### src/rtl/frwrd_ramp_pkg.sv
// Shared types, widths and default constants for the forward-speed ramp controller.
package frwrd_ramp_pkg;

  localparam int FRWRD_W = 10;
  localparam int ERR_W   = 12;

  // Controller phases. IDLE is the only phase where the PID is not qualified.
  typedef enum logic [1:0] {
    IDLE    = 2'd0,
    RAMP_UP = 2'd1,
    CRUISE  = 2'd2,
    RAMP_DN = 2'd3
  } state_e;

  localparam logic [FRWRD_W-1:0] MAX_FRWRD_DEF = 10'h2A0;
  localparam logic [FRWRD_W-1:0] UP_INC_DEF    = 10'd4;
  localparam logic [FRWRD_W-1:0] DN_INC_DEF    = 10'd8;
  localparam logic [ERR_W-1:0]   ERR_HOLD_DEF  = 12'd256;

  // Magnitude of a 12-bit signed error; the most negative code clamps to 2047
  // so the result always fits the unsigned 12-bit compare against ERR_HOLD.
  function automatic logic [ERR_W-1:0] abs_err(input logic [ERR_W-1:0] e);
    logic [ERR_W-1:0] neg;
    neg = ~e + 12'd1;
    if (!e[ERR_W-1]) begin
      abs_err = e;
    end else if (e == 12'h800) begin
      abs_err = 12'h7FF;
    end else begin
      abs_err = neg;
    end
  endfunction

endpackage

### src/rtl/frwrd_ramp_ctrl_sat_step.sv
// Combinational 10-bit saturating step: adds up to a ceiling, or subtracts
// down to zero, selected by dn.
module sat_step
  import frwrd_ramp_pkg::*;
(
  input  logic [FRWRD_W-1:0] a,
  input  logic [FRWRD_W-1:0] step,
  input  logic [FRWRD_W-1:0] ceil,
  input  logic               dn,
  output logic [FRWRD_W-1:0] y
);

  logic [FRWRD_W:0] sum;

  // The up sum is formed one bit wider so a carry out still saturates to ceil.
  always_comb begin
    sum = {1'b0, a} + {1'b0, step};
    y   = '0;
    if (dn) begin
      y = (a > step) ? (a - step) : '0;
    end else begin
      y = (sum > {1'b0, ceil}) ? ceil : sum[FRWRD_W-1:0];
    end
  end

endmodule

### src/rtl/frwrd_ramp_ctrl.sv
// Forward-speed sequencer for the PID steering datapath: ramps frwrd up on
// error samples after go, cruises at a ceiling, ramps down to rest on stop.
//
// Handshake: go and stop are single-cycle command pulses with no ready; stop
// has priority over go whenever both are seen. err_vld is a one-cycle strobe
// qualifying error; every registered update happens on the edge that samples it.
module frwrd_ramp_ctrl
  import frwrd_ramp_pkg::*;
#(
  parameter logic [FRWRD_W-1:0] MAX_FRWRD = MAX_FRWRD_DEF,
  parameter logic [FRWRD_W-1:0] UP_INC    = UP_INC_DEF,
  parameter logic [FRWRD_W-1:0] DN_INC    = DN_INC_DEF,
  parameter logic [ERR_W-1:0]   ERR_HOLD  = ERR_HOLD_DEF
) (
  input  logic               clk,
  input  logic               rst_n,
  input  logic               go,
  input  logic               stop,
  input  logic               err_vld,
  input  logic [ERR_W-1:0]   error,
  output logic [FRWRD_W-1:0] frwrd,
  output logic               moving,
  output logic               mv_done
);

  state_e             state_q, state_d;
  logic [FRWRD_W-1:0] frwrd_q, frwrd_d;
  logic               moving_q, moving_d;
  logic               mv_done_q, mv_done_d;

  logic               step_dn;
  logic [FRWRD_W-1:0] step_amt;
  logic [FRWRD_W-1:0] step_y;
  logic               err_hold;

  // A single stepper serves both ramps; direction follows the current phase.
  always_comb begin
    step_dn  = (state_q == RAMP_DN);
    step_amt = step_dn ? DN_INC : UP_INC;
    err_hold = (abs_err(error) >= ERR_HOLD);
  end

  sat_step u_sat_step (
    .a    (frwrd_q),
    .step (step_amt),
    .ceil (MAX_FRWRD),
    .dn   (step_dn),
    .y    (step_y)
  );

  // Next-state and next-output logic; everything defaults to hold, mv_done to 0.
  always_comb begin
    state_d   = state_q;
    frwrd_d   = frwrd_q;
    moving_d  = moving_q;
    mv_done_d = 1'b0;
    case (state_q)
      IDLE: begin
        moving_d = 1'b0;
        if (go && !stop) begin
          state_d  = RAMP_UP;
          moving_d = 1'b1;
        end
      end
      RAMP_UP: begin
        if (stop) begin
          // The stop edge applies no increment even with a sample present.
          state_d = RAMP_DN;
        end else if (err_vld) begin
          if (!err_hold) begin
            frwrd_d = step_y;
          end
          if (frwrd_d == MAX_FRWRD) begin
            state_d = CRUISE;
          end
        end
      end
      CRUISE: begin
        if (stop) begin
          state_d = RAMP_DN;
        end
      end
      RAMP_DN: begin
        if (go && !stop) begin
          // Resume climbing from wherever the ramp-down has reached.
          state_d = RAMP_UP;
        end else if (err_vld) begin
          frwrd_d = step_y;
          if (step_y == '0) begin
            state_d   = IDLE;
            moving_d  = 1'b0;
            mv_done_d = 1'b1;
          end
        end
      end
      default: begin
        state_d  = IDLE;
        frwrd_d  = '0;
        moving_d = 1'b0;
      end
    endcase
  end

  // State and output registers with synchronous active-low reset.
  always_ff @(posedge clk) begin
    if (!rst_n) begin
      state_q   <= IDLE;
      frwrd_q   <= '0;
      moving_q  <= 1'b0;
      mv_done_q <= 1'b0;
    end else begin
      state_q   <= state_d;
      frwrd_q   <= frwrd_d;
      moving_q  <= moving_d;
      mv_done_q <= mv_done_d;
    end
  end

  assign frwrd   = frwrd_q;
  assign moving  = moving_q;
  assign mv_done = mv_done_q;

endmodule

### config.mk
export PLATFORM = sky130hd
export DESIGN_NAME = frwrd_ramp_ctrl
export DESIGN_NICKNAME = d
export VERILOG_FILES = /design/src/rtl/frwrd_ramp_pkg.sv /design/src/rtl/frwrd_ramp_ctrl_sat_step.sv /design/src/rtl/frwrd_ramp_ctrl.sv
export SDC_FILE = /design/constraint.sdc
export NUM_CORES = 1
export LEC_CHECK = 0
export ABC_AREA = 1
export BUFFER_PORTS_ARGS = -buffer_cell sky130_fd_sc_hd__buf_2
export CORE_ASPECT_RATIO = 1.1
export CORE_MARGIN = 2
export CORE_UTILIZATION = 35
export DETAILED_ROUTE_END_ITERATION = 7
export PLACE_DENSITY = 0.5
export SYNTH_ARGS = -nofsm -noshare
export SYNTH_HDL_FRONTEND = slang
export SYNTH_HIERARCHICAL = 1
export SYNTH_SLANG_ARGS = --single-unit
### constraint.sdc
create_clock -name clk -period 12.7 [get_ports clk]
set_input_delay 0.635 -clock clk [delete_from_list [all_inputs] [get_ports clk]]
set_output_delay 0.635 -clock clk [all_outputs]
set_load 0.02 [all_outputs]
==> impl_summary.md <==
Status
The flow ran to the end, and the final reports show no timing, DRC or antenna violations.

Synth
During synthesis, Yosys emitted a total of 6 warnings. After synthesis, flip-flops and latches occupy 10.3% of the total area. The number of flops mapped to enable cells by yosys is 0. The instance count of the mapped netlist is 464. The count of different cell masters after synthesis is 40.

Each instance of the synthesized netlist takes up on average 5.88 µm². Summing every instance area after synthesis gives 0.00273 mm². Synthesis inferred 14 register bits. The proportion of register bits with asynchronous set or reset after synthesis is 0%. The prevailing post-synth register cell is sky130_fd_sc_hd__dfxtp_1.

Worst setup path
Along the worst path, the maximum fanout reaches 19. The required time of the critical path is 12840 ps. For the worst setup path, the data arrival time is 5440 ps. The nature of the critical path startpoint is a register. The capturing point of the worst reg2reg path is state_q[1]$_SDFFE_PN0P_. On the worst path, the slowest cell contributes a delay of 620 ps. The critical path start-end classification is register to register. The cell that appears most often on the critical path is sky130_fd_sc_hd__nand2_1. The largest individual stage delay along the critical path comes from the cell sky130_fd_sc_hd__ha_1. Among cell families on the critical path, the largest total delay comes from simple AND/OR/NAND/NOR gates. The element type at the critical path end is a register. Setup slack on the worst reg-to-reg path comes out at 7400 ps. The depth of the most critical reg-to-reg path is 29.

The number of buffers and inverters on the critical path is 3. The startpoint of the worst register-to-register path is state_q[1]$_SDFFE_PN0P_.

Placed design
The wire-length estimate of the detail-placed layout is 6130 µm. Summing all placed instances gives a cell area of 0.00299 mm². Input and output buffers added on the ports amount to 28. The weighted congestion reported at the end of routability-driven placement is 0.954.

CTS
The number of clock buffers added by TritonCTS is 3. CTS built an H-tree with a depth of 1. No sink is reached through more buffers than the 2 on the longest clock path. The root buffer cell chosen for the clock tree is sky130_fd_sc_hd__clkbuf_8.

The quantity of hold-fixing buffers added after cts is 0. Post-CTS timing repair inserted 0 buffers for setup. Clock-pin slew was measured on the worst setup and hold paths at 60 ps. Counting every sink on the clock net gives 14.

The CTS tree is built. The clock latency reported for the late side of the worst-skew pair is 240 ps. The post-cts gate resize count is 0.

STA
The worst pin sits at a relative slew slack of 35.5%. The sum of negative setup slack is 0 ps. The number of slew-limit violations in the final report came to 0. The minimum clock period is 5300 ps. The worst-margin pin slew is 967 ps. Across the routed clock network, the largest skew measured is 1.21 ps. Dividing the final minimum period by the clock period gives 41.7%. Setup repair after global routing left no endpoint under its margin.

The hold violation total from the final report was 0. The total of endpoints with negative setup slack in the final report is 0. The maximum clock frequency is 0.189 GHz.

Worst hold path
The launch point of the worst hold path is moving$_SDFFE_PN0P_. The worst hold path cell count is 2. For hold timing, the worst endpoint is moving$_SDFFE_PN0P_. In this run the worst hold path is classified as register to register.

Detailed routing
The detailed router finished its first iteration with 143 violations. Dividing the detail-routed wire length by the instance count gives 12.1 µm. In the routed design, unresolved DRC markers number 0.

Summed over all layers, the routed wires come to 7350 µm. The count of TritonRoute iterations in the first routing pass is 4. The remaining antenna violation count is 0.

The detailed router placed 2885 vias in this run. Dividing the detail-routed via count by the number of cells gives 4.73.

Die
The die boundary height is 96.6 µm. The number of placed I/O pins is 29. Row generation in the floorplan step produced 33 rows. The floorplan step set the die width to 88.2 µm. The total area inside the core boundary comes to 0.00751 mm². The overall die area is 0.00852 mm².

The starting density of the core is 36.3%.

GRT
Entering global routing, the biggest net connects 21 pins. The first global-routing pass estimated 12400 µm of wire. The number of antenna violations at the first check in global routing is 0.

The via count of the first global-routing pass was 2733. Across every metal layer, demand over resource in global routing totals 18.0%. The aggregate global routing overflow is 0.

Final layout
The net total in the final layout is 561. Compared with the post-synthesis result, the final layout area differs by 11.0%. The combined area of the multi-input logic cells is 0.00207 mm².

0 antenna diodes ended up in the layout. The number of fillers in the final layout is 881. The library cell used most frequently in the layout, excluding fill and tap cells, is sky130_fd_sc_hd__nand2_1. The summed area of non-filler cells in the final layout is 0.00303 mm².

The library cells used most frequently in the layout, excluding fill and tap cells, are 123 x sky130_fd_sc_hd__nand2_1, 87 x sky130_fd_sc_hd__inv_1, 46 x sky130_fd_sc_hd__nand3_1. In the final layout, flip-flops and latches occupy 280 µm². The utilization after layout is 40.3%. The post-route netlist has 11.9% of its cells at a drive strength greater than 1.

Power
Summed over all cells, the static leakage comes to 1.69 nW. The design draws 0.509 mW. Of the total power, combinational logic draws 78.3%. VDD sags by at most 0.0790 mV. The internal cell power is 0.213 mW. The power per cell area is 168 mW/mm². Net switching is 58.2% of the power. The clock network burns 7.1% of the power. In this run, flip-flops and latches consume 14.5% of the power. The net switching power is 0.296 mW.

Flow run
The number of maximum-capacitance violations is 0.
registers in the layout, summed over array words and instances (netlist names):
register and count:
frwrd 10, state_q 2, moving 1, mv_done 1
Yosys cell counts (6+ instances only):
| cell type | number | share of area, % |
|---|---|---|
| sky130_fd_sc_hd__a31oi_1 | 11 | 2.5 |
| sky130_fd_sc_hd__inv_1 | 87 | 12 |
| sky130_fd_sc_hd__ha_1 | 35 | 16 |
| sky130_fd_sc_hd__nor2_1 | 31 | 4.3 |
| sky130_fd_sc_hd__o21ai_0 | 15 | 2.8 |
| sky130_fd_sc_hd__nand3_1 | 46 | 8.4 |
| sky130_fd_sc_hd__dfxtp_1 | 14 | 10 |
| sky130_fd_sc_hd__a21oi_1 | 15 | 2.8 |
| sky130_fd_sc_hd__xor2_1 | 7 | 2.2 |
| sky130_fd_sc_hd__nand2_2 | 6 | 1.4 |
| sky130_fd_sc_hd__buf_6 | 6 | 2.5 |
| sky130_fd_sc_hd__nand4_1 | 14 | 3.2 |
| sky130_fd_sc_hd__nand2_1 | 123 | 17 |
through the flow:
step	setup slack (ps)	hold slack [ps]	std cells
6_report	7400	533	610
5_1_grt	6810	580	610
4_1_cts	7430	541	610
3_5_place_dp	7450	529	607
3_3_place_gp	7520	524	607
2_1_floorplan	8600	503	489
worst max-delay path by stage:
stage / from / end / cells after the start
5_1_grt: state_q[1]$_SDFFE_PN0P_ / state_q[0]$_SDFFE_PN0P_ / 29
6_report: state_q[1]$_SDFFE_PN0P_ / state_q[1]$_SDFFE_PN0P_ / 29
4_1_cts: state_q[1]$_SDFFE_PN0P_ / state_q[1]$_SDFFE_PN0P_ / 29
2_1_floorplan: state_q[0]$_SDFFE_PN0P_ / state_q[0]$_SDFFE_PN0P_ / 32
3_3_place_gp: state_q[1]$_SDFFE_PN0P_ / state_q[0]$_SDFFE_PN0P_ / 29
3_5_place_dp: state_q[1]$_SDFFE_PN0P_ / state_q[1]$_SDFFE_PN0P_ / 29
worst reg2reg max path: cells and delay by family, from the launching register on:
| kind | cells | cell delay [ps] |
|---|---|---|
| flops | 1 | 380 |
| fa+ha+maj | 3 | 1240 |
| simple gates | 20 | 2240 |
| compound gates | 3 | 780 |
| buf+inv | 3 | 560 |
routing by layer:
layer	up-vias	global-route usage (%)	share of wire, %
li1	1530	-	-
met1	1303	23.0	47
met2	40	33.0	49
met3	12	0.850	1.7
met4	0	4.80	2.4
met5	-	0	0
area by class of cell:
class	count	share of cell area, %
multi-input cells	366	68.5
inverters	93	11.6
well taps	105	4.34
clock buffers	3	1.36
flip-flops and latches	14	9.26
repair buffers	29	4.88
kinds of logic after synthesis:
family / synth area share, %
and+or+nand+nor: 40.6
buffers and inverters: 17.1
AOI/OAI and AO/OA: 11.9
adders and majority gates: 17.5
DFF: 10.3
xor gates and xnor gates: 2.25
other: 0.275
power by group through the flow:
stage | registers, mW | clock network [mW] | logic, mW
2_1_floorplan | 0.0822 | 0 | 0.307
4_1_cts | 0.0748 | 0.0379 | 0.395
3_3_place_gp | 0.0754 | 0 | 0.395
5_1_grt | 0.0772 | 0.0402 | 0.460
6_report | 0.0741 | 0.0364 | 0.399
3_5_place_dp | 0.0757 | 0 | 0.393
(Power assumes the default switching activity.)
